### config.mk
export PLATFORM = sky130hd
export DESIGN_NAME = alu_pipe
export DESIGN_NICKNAME = d
export VERILOG_FILES = /design/src/rtl/alu_pkg.sv /design/src/rtl/alu_pipe_shift.sv /design/src/rtl/alu_pipe.sv
export SDC_FILE = /design/constraint.sdc
export NUM_CORES = 1
export LEC_CHECK = 0
export CAP_MARGIN = 5
export CORE_MARGIN = 2
export CORE_UTILIZATION = 60
export CTS_BUF_LIST = sky130_fd_sc_hd__clkbuf_2 sky130_fd_sc_hd__clkbuf_4 sky130_fd_sc_hd__clkbuf_8
export CTS_CLUSTER_SIZE = 20
export DETAILED_ROUTE_END_ITERATION = 12
export PLACE_DENSITY = 0.83
export SLEW_MARGIN = 5
export SYNTH_ARGS = -nofsm -noshare
export SYNTH_HDL_FRONTEND = slang
export SYNTH_HIERARCHICAL = 1
export SYNTH_SLANG_ARGS = --single-unit
### constraint.sdc
create_clock -name clock -period 11.65 [get_ports clock]
set_clock_uncertainty 0.1 [all_clocks]
set_input_delay 2.9125 -clock clock [delete_from_list [all_inputs] [get_ports clock]]
set_output_delay 2.9125 -clock clock [all_outputs]
set_load 0.01 [all_outputs]
### src/rtl/alu_pkg.sv
// Shared definitions for the ALU family: opcode encoding, shifter control and
// the signed-overflow rule used by both the legacy and the pipelined ALU.
package alu_pkg;

    localparam logic [4:0] OP_ADD = 5'b00000;
    localparam logic [4:0] OP_SUB = 5'b00001;
    localparam logic [4:0] OP_AND = 5'b00010;
    localparam logic [4:0] OP_OR  = 5'b00011;
    localparam logic [4:0] OP_SLL = 5'b00100;
    localparam logic [4:0] OP_SRA = 5'b00101;
    localparam logic [4:0] OP_SRL = 5'b00110;
    localparam logic [4:0] OP_XOR = 5'b00111;

    typedef enum logic [1:0] {
        SH_SLL = 2'd0,
        SH_SRA = 2'd1,
        SH_SRL = 2'd2
    } shift_kind_t;

    // Two's-complement overflow from the operand and result sign bits.
    function automatic logic signed_ovf(input logic i_sub,
                                        input logic i_a_msb,
                                        input logic i_b_msb,
                                        input logic i_r_msb);
        if (i_sub) begin
            return (i_a_msb != i_b_msb) && (i_r_msb != i_a_msb);
        end
        return (i_a_msb == i_b_msb) && (i_r_msb != i_a_msb);
    endfunction

endpackage

### src/rtl/alu_pipe_shift.sv
// Two-level barrel shifter: byte-granular coarse shift before the S1 register,
// bit-granular fine shift (0..7) after it, feeding the S2 result mux.
module alu_pipe_shift
    import alu_pkg::*;
#(
    parameter int WIDTH = 32,
    parameter int SHW   = $clog2(WIDTH)
) (
    input  logic              clock,
    input  logic              i_load,
    input  shift_kind_t       i_kind,
    input  logic [SHW-1:0]    i_shamt,
    input  logic [WIDTH-1:0]  i_a,
    output logic [WIDTH-1:0]  o_result
);

    logic [SHW-1:0]   w_coarse_amt;
    logic [WIDTH-1:0] w_coarse;
    logic [WIDTH-1:0] r_coarse;
    logic [2:0]       r_fine_amt;
    shift_kind_t      r_kind;

    // Clearing the low three bits leaves the multiple-of-8 part of the amount.
    assign w_coarse_amt = i_shamt & ~SHW'(7);

    always_comb begin
        w_coarse = i_a;
        case (i_kind)
            SH_SLL:  w_coarse = i_a << w_coarse_amt;
            SH_SRA:  w_coarse = $signed(i_a) >>> w_coarse_amt;
            default: w_coarse = i_a >> w_coarse_amt;
        endcase
    end

    always_ff @(posedge clock) begin
        if (i_load) begin
            r_coarse   <= w_coarse;
            r_fine_amt <= i_shamt[2:0];
            r_kind     <= i_kind;
        end
    end

    // The coarse result keeps A's sign bit for SRA, so the fine stage refills correctly.
    always_comb begin
        o_result = r_coarse;
        case (r_kind)
            SH_SLL:  o_result = r_coarse << r_fine_amt;
            SH_SRA:  o_result = $signed(r_coarse) >>> r_fine_amt;
            default: o_result = r_coarse >> r_fine_amt;
        endcase
    end

endmodule

### src/rtl/alu_pipe.sv
// Two-stage pipelined ALU with valid/ready on both sides, tag pass-through
// and a sticky overflow flag that latches on retired overflowing results.
module alu_pipe
    import alu_pkg::*;
#(
    parameter int WIDTH = 32,
    parameter int TAGW  = 4,
    parameter int SHW   = $clog2(WIDTH)
) (
    input  logic              clock,
    input  logic              reset,
    input  logic              in_valid,
    output logic              in_ready,
    input  logic [4:0]        in_opcode,
    input  logic [SHW-1:0]    in_shamt,
    input  logic [WIDTH-1:0]  in_a,
    input  logic [WIDTH-1:0]  in_b,
    input  logic [TAGW-1:0]   in_tag,
    output logic              out_valid,
    input  logic              out_ready,
    output logic [WIDTH-1:0]  out_result,
    output logic              out_ne,
    output logic              out_lt,
    output logic              out_ovf,
    output logic              out_illegal,
    output logic [TAGW-1:0]   out_tag,
    output logic              ovf_sticky,
    input  logic              ovf_clear
);

    logic              w_s2_free;
    logic              w_accept;
    logic              w_retire;
    logic [WIDTH-1:0]  w_sum;
    logic [WIDTH-1:0]  w_diff;
    logic              w_add_ovf;
    logic              w_sub_ovf;
    logic [WIDTH-1:0]  w_alu;
    logic              w_ovf;
    logic              w_illegal;
    logic              w_is_shift;
    shift_kind_t       w_kind;
    logic [WIDTH-1:0]  w_shift_result;

    logic              r_s1_valid;
    logic [WIDTH-1:0]  r_s1_alu;
    logic              r_s1_ne;
    logic              r_s1_lt;
    logic              r_s1_ovf;
    logic              r_s1_illegal;
    logic              r_s1_is_shift;
    logic [TAGW-1:0]   r_s1_tag;

    logic              r_s2_valid;
    logic [WIDTH-1:0]  r_out_result;
    logic              r_out_ne;
    logic              r_out_lt;
    logic              r_out_ovf;
    logic              r_out_illegal;
    logic [TAGW-1:0]   r_out_tag;
    logic              r_ovf_sticky;

    assign w_s2_free = !r_s2_valid || out_ready;
    assign in_ready  = !r_s1_valid || w_s2_free;
    assign w_accept  = in_valid && in_ready;
    assign w_retire  = r_s2_valid && out_ready;

    assign w_sum     = in_a + in_b;
    assign w_diff    = in_a - in_b;
    assign w_add_ovf = signed_ovf(1'b0, in_a[WIDTH-1], in_b[WIDTH-1], w_sum[WIDTH-1]);
    assign w_sub_ovf = signed_ovf(1'b1, in_a[WIDTH-1], in_b[WIDTH-1], w_diff[WIDTH-1]);

    always_comb begin
        w_alu      = '0;
        w_ovf      = 1'b0;
        w_illegal  = 1'b0;
        w_is_shift = 1'b0;
        w_kind     = SH_SLL;
        case (in_opcode)
            OP_ADD: begin
                w_alu = w_sum;
                w_ovf = w_add_ovf;
            end
            OP_SUB: begin
                w_alu = w_diff;
                w_ovf = w_sub_ovf;
            end
            OP_AND: w_alu = in_a & in_b;
            OP_OR:  w_alu = in_a | in_b;
            OP_XOR: w_alu = in_a ^ in_b;
            OP_SLL: begin
                w_is_shift = 1'b1;
                w_kind     = SH_SLL;
            end
            OP_SRA: begin
                w_is_shift = 1'b1;
                w_kind     = SH_SRA;
            end
            OP_SRL: begin
                w_is_shift = 1'b1;
                w_kind     = SH_SRL;
            end
            default: w_illegal = 1'b1;
        endcase
    end

    alu_pipe_shift #(
        .WIDTH (WIDTH),
        .SHW   (SHW)
    ) u_shift (
        .clock    (clock),
        .i_load   (w_accept),
        .i_kind   (w_kind),
        .i_shamt  (in_shamt),
        .i_a      (in_a),
        .o_result (w_shift_result)
    );

    // S1 only reloads on an accept, so a held entry is never overwritten.
    always_ff @(posedge clock) begin
        if (reset) begin
            r_s1_valid <= 1'b0;
        end else begin
            if (in_ready) begin
                r_s1_valid <= in_valid;
            end
            if (w_accept) begin
                r_s1_alu      <= w_alu;
                r_s1_ne       <= |w_diff;
                r_s1_lt       <= w_diff[WIDTH-1] ^ w_sub_ovf;
                r_s1_ovf      <= w_ovf;
                r_s1_illegal  <= w_illegal;
                r_s1_is_shift <= w_is_shift;
                r_s1_tag      <= in_tag;
            end
        end
    end

    always_ff @(posedge clock) begin
        if (reset) begin
            r_s2_valid    <= 1'b0;
            r_out_result  <= '0;
            r_out_ne      <= 1'b0;
            r_out_lt      <= 1'b0;
            r_out_ovf     <= 1'b0;
            r_out_illegal <= 1'b0;
            r_out_tag     <= '0;
        end else if (w_s2_free) begin
            r_s2_valid <= r_s1_valid;
            if (r_s1_valid) begin
                r_out_result  <= r_s1_is_shift ? w_shift_result : r_s1_alu;
                r_out_ne      <= r_s1_ne;
                r_out_lt      <= r_s1_lt;
                r_out_ovf     <= r_s1_ovf;
                r_out_illegal <= r_s1_illegal;
                r_out_tag     <= r_s1_tag;
            end
        end
    end

    // Clear wins over a same-cycle retire; a stalled result never sets the flag.
    always_ff @(posedge clock) begin
        if (reset) begin
            r_ovf_sticky <= 1'b0;
        end else if (ovf_clear) begin
            r_ovf_sticky <= 1'b0;
        end else if (w_retire && r_out_ovf) begin
            r_ovf_sticky <= 1'b1;
        end
    end

    assign out_valid   = r_s2_valid;
    assign out_result  = r_out_result;
    assign out_ne      = r_out_ne;
    assign out_lt      = r_out_lt;
    assign out_ovf     = r_out_ovf;
    assign out_illegal = r_out_illegal;
    assign out_tag     = r_out_tag;
    assign ovf_sticky  = r_ovf_sticky;

endmodule
==> summary.txt <==
share of layout cells above drive strength 1 -> 9.24%
first-pass GRT wire length -> 72400 um
area occupied by registers -> 3200 um2
Syn Nets -> 1821
Setup violations, final -> 0
GRT overflow -> 0
Synthesis Warnings -> 6
PD cells -> 96.3 nW/um2
critical path class -> primary input to register
Clock Pin Slew Worst Setup and Hold Paths -> 0.08 ns
Util after Layout -> 67.2%
ys flop type -> edfxtp_1
vias in the first global route -> 12500
post-synthesis cell count -> 1632
Worst Hold Class -> register to register
cell area after synthesis -> 13700 um2
Floorplan Core Area -> 22500 um2
routed vias/inst -> 6.84
status -> completed
Routed Antenna Nets -> 0
Top-Level Pins -> 126
Pwr Total -> 1.46 mW
setup_tns -> 0 ns
Post-DP HPWL -> 36300 um
Worst-Margin Slew -> 1.25 ns
critical path's top delay family -> compound AO/OA/AOI/OAI gates
RSZ-0062 raised after global routing -> false
Area Overhead vs Synth -> 10.8%
H-Tree Depth -> 4
hold_buf cts -> 0
Worst VDD drop -> 0.0000644 V
max_slew headroom -> 16.3%
Initial DRT Pass Iterations -> 8
largest net degree at the start of global routing -> 83
drt initial violations -> 1657
Root Driver -> clkbuf_8
Tcrit/Tclk final -> 73.1%
Avg Cell Area, Syn -> 8.37 um2
post-synth top area share -> 17.2%
leading area contributor after synthesis -> edfxtp_1
Worst R2R Start -> u_shift/r_fine_amt[0]
Static Leak -> 6.11 nW
DIE AREA -> 24000 um2
worst path buffer plus inverter count -> 3
quantity of gates resized following cts -> 0
Worst path max stage delay -> 0.69 ns
Final #Nets -> 1854
Worst path slowest cell -> clkdlybuf4s50_1
fraction of the yosys area taken by sequential cells -> 23.5%
Initial Util -> 60.7%
DRC -> 0
clk_lat worst skew -> 0.44 ns
Total Routing Usage GR -> 39.1%
critical path required time -> 11.73 ns
Critical Path End Type -> register
CTS tree -> yes
Worst Setup EP -> r_s1_ne
Rows -> 55
most instantiated cells after synthesis -> nor2_1, nand2_1, a21oi_1
Async SR Flop Fraction -> 0%
post-synthesis cell type count -> 99
Post-synth EDFFs -> 78
Via Count -> 13400
reg2reg end -> out_result[14]
# fillers -> 1825
Worst Path Arrival -> 8.60 ns
number of placed cells counting well taps -> 1931
Pins Over Slew Limit -> 0
Die Span X -> 155 um
Synth area leaders -> edfxtp_1, ha_1, mux2i_1, dfxtp_1, mux4_2
maximum clock rate -> 117 MHz
CP Max Fanout -> 12
crit path from -> in_a[10]
Routed WL -> 47800 um
crit path cell chain -> clkdlybuf4s50_1 -> inv_1 -> ha_1 -> inv_1 -> a21oi_1 -> o31ai_1 -> or3b_1 -> o211ai_2 -> nand3_2 -> a221oi_4 -> o21bai_1 -> a21oi_1 -> fa_1 -> nand4b_1 -> a211oi_1 -> o2111ai_1 -> a311oi_1 -> nand4_1 -> and4bb_1 -> o2111ai_1 -> nor4b_2 -> nand4_1
Die H -> 155 um
number of diodes -> 0
Post-CTS Setup Inserts -> 0
top-count cell post-synth -> nor2_1
Final Hold Violating Endpoints -> 0
drt wl/cell -> 24.3 um
Final GP Congestion -> 0.980
initial antenna violation count -> 1
CTS Buf Count -> 17
#FFs+latches synth -> 121
multi-input logic area -> 9390 um2
clk sink count -> 121
fin cells -> 1963
Final Critical Period -> 8.52 ns
Worst R2R Path Depth -> 8
cell count along the critical path -> 22
Longest Clk Path Bufs -> 2
IO Port Bufs -> 125
r2r setup slk -> 8.46 ns
MaxCap Viol Count -> 0
Startpoint Class -> primary input
[placed cells by master, fill, tap and decap left out, types with 10 or more instances in the layout]
cell and instances:
o211ai_1 10, ha_1 103, a211oi_1 46, a21oi_1 134, xor2_1 11, mux4_2 33, clkbuf_8 17, mux2_2 22
and2_1 12, o21ai_0 57, mux2i_1 99, nor3_1 37, o221ai_1 28, nor2b_1 14, edfxtp_1 78, nand2b_1 19
xnor2_1 25, a31oi_1 32, inv_1 105, o22ai_1 12, o31ai_1 11, a21o_1 20, nor2_1 157, buf_4 18
nand3_1 46, dfxtp_1 43, o31a_1 10, nand2_1 140, clkdlybuf4s50_1 123
[report_power, final]
group | switching [mW] | total [mW] | internal (mW)
Clock | 0.180 | 0.372 | 0.192
Sequential | 0.0240 | 0.509 | 0.485
Combinational | 0.348 | 0.576 | 0.228
[sequential cells by signal (all words and copies together), names as in the netlist, 2 cells and up]
| register | cells |
|---|---|
| out_result | 32 |
| r_s1_tag | 4 |
| u_shift/r_fine_amt | 3 |
| u_shift/r_kind | 2 |
| u_shift/r_coarse | 32 |
| out_tag | 4 |
| r_s1_alu | 32 |
[metal layers]
| layer | up-vias | share of wire [%] | GRT usage, % |
|---|---|---|---|
| li1 | 6097 | - | - |
| met4 | 2 | 5.7 | 21.6 |
| met5 | - | 0.034 | 0 |
| met3 | 141 | 9.9 | 5.77 |
| met2 | 896 | 46 | 63.2 |
| met1 | 6289 | 38 | 50.8 |
[tightest hold or removal path, delay by kind of cell, from the launching register on]
family,cells,cell delay (ns)
DFF,1,0.31
and+or+nand+nor,1,0.05
AOI/OAI and AO/OA,1,0.05
[worst min-delay path by stage]
| stage | cells after the start | end | startpoint | slack, ns |
|---|---|---|---|---|
| detailed placement | 2 | out_tag[3] | out_tag[3] | 0.35 |
| CTS | 2 | out_tag[3] | out_tag[3] | 0.36 |
| finish | 2 | out_tag[1] | out_tag[1] | 0.36 |
| global route | 2 | out_tag[3] | out_tag[3] | 0.38 |
| floorplan | 2 | out_illegal | r_s1_illegal | 0.37 |
| global placement | 2 | out_tag[3] | out_tag[3] | 0.34 |
[cell families (layout without fill, tap and decap cells)]
| family | Yosys count | in the layout | synth area share, % |
|---|---|---|---|
| buffers and inverters | 239 | 285 | 7.90 |
| XOR/XNOR | 36 | 36 | 2.31 |
| adder cells (fa/ha/maj) | 106 | 106 | 9.88 |
| AO/OA/AOI/OAI | 483 | 483 | 24.7 |
| multiplexers | 154 | 154 | 14.5 |
| AND/OR/NAND/NOR | 493 | 493 | 17.2 |
| flip-flops | 121 | 121 | 23.5 |
[through the flow]
stage / worst slack (ns) / area, um2 / hold slack [ns]
6_report: 3.13 / 15100 / 0.363
3_5_place_dp: 2.77 / 14700 / 0.352
5_1_grt: 2.89 / 15100 / 0.377
3_3_place_gp: 2.97 / 14700 / 0.343
2_1_floorplan: 4.62 / 13700 / 0.371
4_1_cts: 3.25 / 15100 / 0.361
[area by class of cell]
class | count | share of cell area, %
multi-input combinational | 1272 | 62.1
clock inverter | 14 | 0.984
clock buffer | 18 | 1.58
tap | 285 | 2.36
inverter | 110 | 2.73
timing repair buffer | 143 | 9.10
sequential | 121 | 21.2
No activity file was read; power rests on OpenSTA's default activity.
==> RTL change 1: new RTL, same flow settings <==
`WIDTH` is set to 32 in 2 places; all go to 16.
--- a/src/rtl/alu_pipe_shift.sv
+++ b/src/rtl/alu_pipe_shift.sv
@@ -4,5 +4,5 @@
     import alu_pkg::*;
 #(
-    parameter int WIDTH = 32,
+    parameter int WIDTH = 16,
     parameter int SHW   = $clog2(WIDTH)
 ) (
--- a/src/rtl/alu_pipe.sv
+++ b/src/rtl/alu_pipe.sv
@@ -4,5 +4,5 @@
     import alu_pkg::*;
 #(
-    parameter int WIDTH = 32,
+    parameter int WIDTH = 16,
     parameter int TAGW  = 4,
     parameter int SHW   = $clog2(WIDTH)
Interface: changed (resized in_a, in_b, in_shamt and out_result); port bits go from 126 to 77. No check against the original RTL was run, so the function may have changed too.
==> RTL change 1 against the unedited design <==
Core utilization is 4.1 points higher. Sequential cell count is 48 lower. Synthesized area is 54% lower. Wire length is 62% lower. Cell count is 53% lower. Fmax is 13% higher. Design area is 52% lower. Power is 46% lower. Clock power is 32% lower. Sequential share of layout area is 5.0 points higher. Worst setup slack better by 980 ps. Largest cell class unchanged. Highest routed layer is now met4.
==> RTL change 1: results (changes against the unedited design) <==
* Pin count of the biggest net entering global routing at 42 (-49%)
* Net count after synthesis at 835 (-54%)
* Cell area after placement at 7070 µm² (-52%)
* Portion of the layout cell area used by non-clock buffers at 11.2% (+2.1 points)
* Sequential area share after synthesis at 30.4% (+6.9 points)
* Clock latency reported for the late side of the worst-skew pair at 340 ps (-100 ps)
* Clock sink total at 73 (-40%)
* Global-route track usage on met1 at 43.1% (-7.7 points)
* Non-Clock Buffer Count at 84 (-41%)
* Total Die Area at 11400 µm² (-53%)
* Port-buffer cells at 76 (-39%)
* Clock buf count at 12 (-6)
* Global-route met2 utilization at 55.3% (-7.9 points)
* Data arrival time at the worst-slack endpoint at 7520 ps (-1080 ps)
* Sequential cell fraction of total power at 38.5% (+3.6 points)
* Cts bufs inserted at 9 (-8)
* CP peak stage delay at 590 ps (-100 ps)
* Multi-input logic portion of the cell area at 53.4% (-8.7 points)
* Non-clock inverter count at 66 (-40%)
* Reg area at 1920 µm² (-40%)
* Outcome: finished clean
* Global-route usage over all layers at 32.9% (-6.2 points)
* Multiplexer share of the synthesized area at 10.6% (-3.9 points)
* Total Nets Final at 880 (-53%)
* Antenna violations before repair at 0 (-1)
* Fraction of layout instances using a drive strength above 1 at 6.51% (-2.7 points)
## RTL change 1: cell types whose count changed after synthesis, sizes merged, moves of 32 or more
cell,before,now
nand2,140,58
clkbuf,78,30
nor2,160,73
mux2i,99,44
a21oi,139,55
ha,103,49
edfxtp,78,46
inv,108,65
o21ai,65,29
nand3,49,12
## RTL change 1: per-layer routing
layer / up-vias / share of wire (%)
li1: 2767 / -
met1: 2764 / 40
met2: 307 / 48
met3: 58 / 7.4
met4: 0 / 4.3
met5: - / 0
## RTL change 1: final timing paths
path	slack [ps]	startpoint	depth (start not counted)	endpoint
setup / recovery	4110	in_a[3]	19	r_s1_ne
hold / removal	370	out_tag[3]	2	out_tag[3]
setup reg to reg	8580	out_valid	4	r_s1_alu[3]
hold reg to reg	370	out_tag[3]	2	out_tag[3]
## RTL change 1: through the flow
step	instances	utilization (%)	setup slack (ps)
floorplan	733	-	4950
global placement	903	68.8	4050
detailed placement	903	68.8	3820
CTS	919	71.3	4160
global route	919	71.3	3650
finish	919	71.3	4110
==> RTL change 2: new RTL, config.mk and constraints unchanged <==
Without the edit above. Register the output `out_ovf` once more, cleared by the reset; this adds one clock of latency there. The other outputs are not delayed to match.
--- a/src/rtl/alu_pipe.sv
+++ b/src/rtl/alu_pipe.sv
@@ -174,5 +174,11 @@
     assign out_ne      = r_out_ne;
     assign out_lt      = r_out_lt;
-    assign out_ovf     = r_out_ovf;
+    always_ff @(posedge clock) begin
+        if (reset) begin
+            out_ovf <= '0;
+        end else begin
+            out_ovf <= r_out_ovf;
+        end
+    end
     assign out_illegal = r_out_illegal;
     assign out_tag     = r_out_tag;
Behaviour: not the same (Yosys sat finds a counterexample within 4 cycles, from zero or initial values and one cycle with reset high).
==> RTL change 2 against the unedited design <==
Power increased by 2.9%. Count of clock-buffer cells in the layout unchanged. Wire length decreased by 1.2%. Design area decreased by 0.16%. Fmax decreased by 10%. Sequential cell count increased by 1. Synthesized area decreased by 0.99%. First-iteration DRC count increased by 7.1%. Worst setup slack got worse by 1000 ps. Cell count decreased by 0.87%. Core utilization increased by 1.6 points. Sequential share of layout area increased by 0.17 points. Critical path type unchanged. Critical endpoint unchanged. Largest cell class unchanged. Largest power group unchanged.
==> RTL change 2: results (changes against the unedited design) <==
* Register-to-register path setup slack at 8300 ps (-160 ps)
* Crit path max-delay cell type: ha_1
* Global-route track usage on met1 at 52.8% (+2.0 points)
* Pin count of the biggest net entering global routing at 89 (+7.2%)
* Placer's final routability congestion estimate at 1.03 (+5.2%)
* Multiplexer share of the synthesized area at 14.9% (+0.39 points)
* Net Sw Frac at 37.4% (-0.50 points)
* Maximum vdd ir drop at 0.0728 mV (+13%)
* Combinational power share at 38.8% (-0.7 points)
* Per-instance average area after synthesis at 8.40 µm² (+0.36%)
* Net count after synthesis at 1799 (-1.2%)
* Antenna violations before repair at 2 (+1)
* Via density per instance at 6.97 (+1.9%)
* CP Max Fanout at 17 (+5)
* Maximum frequency from static timing analysis at 105 MHz (-10%)
* Share of the synthesized netlist area taken by xor and xnor gates at 2.40% (+0.088 points)
* CP peak stage delay at 720 ps (+30 ps)
* Cell area after placement at 14700 µm² (-0.42%)
* Vias in the first global route at 12242 (-2.3%)
* Worst hold margin at 358 ps (-4.72 ps)
* Sum of net half-perimeters after detailed placement at 35500 µm (-2.1%)
* Sequential area share after synthesis at 23.8% (+0.38 points)
* Outcome: finished clean
* Fraction of layout instances using a drive strength above 1 at 8.41% (-0.83 points)
* Met2 WL post-DR at 20700 µm (-5.9%)
* Synthesized-area fraction occupied by ao, oa, aoi and oai cells at 25.7% (+0.96 points)
* Synthesized-area fraction occupied by adder cells at 9.98% (+0.099 points)
* Sequential Power at 513 µW (+0.8%)
* Met3 usage at 8.34% (+2.6 points)
* Fillers at 1761 (-3.5%)
* Total Wirelength at 47200 µm (-1.2%)
* Worst setup slack before clock tree synthesis at 1970 ps (-802 ps)
* Data arrival time at the worst-slack endpoint at 9590 ps (+990 ps)
* Hold EP: out_illegal
* Switching Power at 561 µW (+1.6%)
* Initial DRC count at 1775 (+7.1%)
* Global-route met2 utilization at 59.7% (-3.5 points)
* M1 WL at 18900 µm (+3.4%)
* Leading post-synthesis cells by instance count: nand2_1 (145), nor2_1 (128), a21oi_1 (104), ha_1 (103), inv_1 (102)
* Global-route usage over all layers at 39.0% (-0.15 points)
* Count of distinct cell types in the synthesized netlist at 90 (-9.1%)
* Routed met3 length at 5170 µm (+9.0%)
* Measured slew at the worst slew-check pin at 1050 ps (-199 ps)
* Leakage power figure at 0.00603 µW (-1.2%)
* Number of search-and-repair iterations in the first detailed-routing pass at 10 (+2)
## RTL change 2: cell types whose count changed after synthesis, moves of 9 or more
cell,delta
xnor2_1,+10
o21ai_0,+21
o22ai_1,+20
a211oi_1,+9
a21oi_1,-30
nor2_1,-29
a22oi_1,+20
o221ai_1,-10
xor2_1,-9
nor3_1,-10
## RTL change 2: kinds of logic after synthesis
logic type | count (synthesis)
AOI/OAI and AO/OA | 503
adders and majority gates | 106
DFF | 122
and+or+nand+nor | 453
buffers and inverters | 232
muxes | 157
xor gates and xnor gates | 37
## RTL change 2: final cells by class
type	instances	area, µm²	area share (%)
Clock buffer	18	241	1.60
Antenna cell	1	2.50	0.0166
Tap cell	280	350	2.32
Timing Repair Buffer	144	1380	9.16
Multi-Input combinational cell	1256	9300	61.6
Clock inverter	14	183	1.21
Inverter	111	419	2.77
Sequential cell	122	3220	21.3
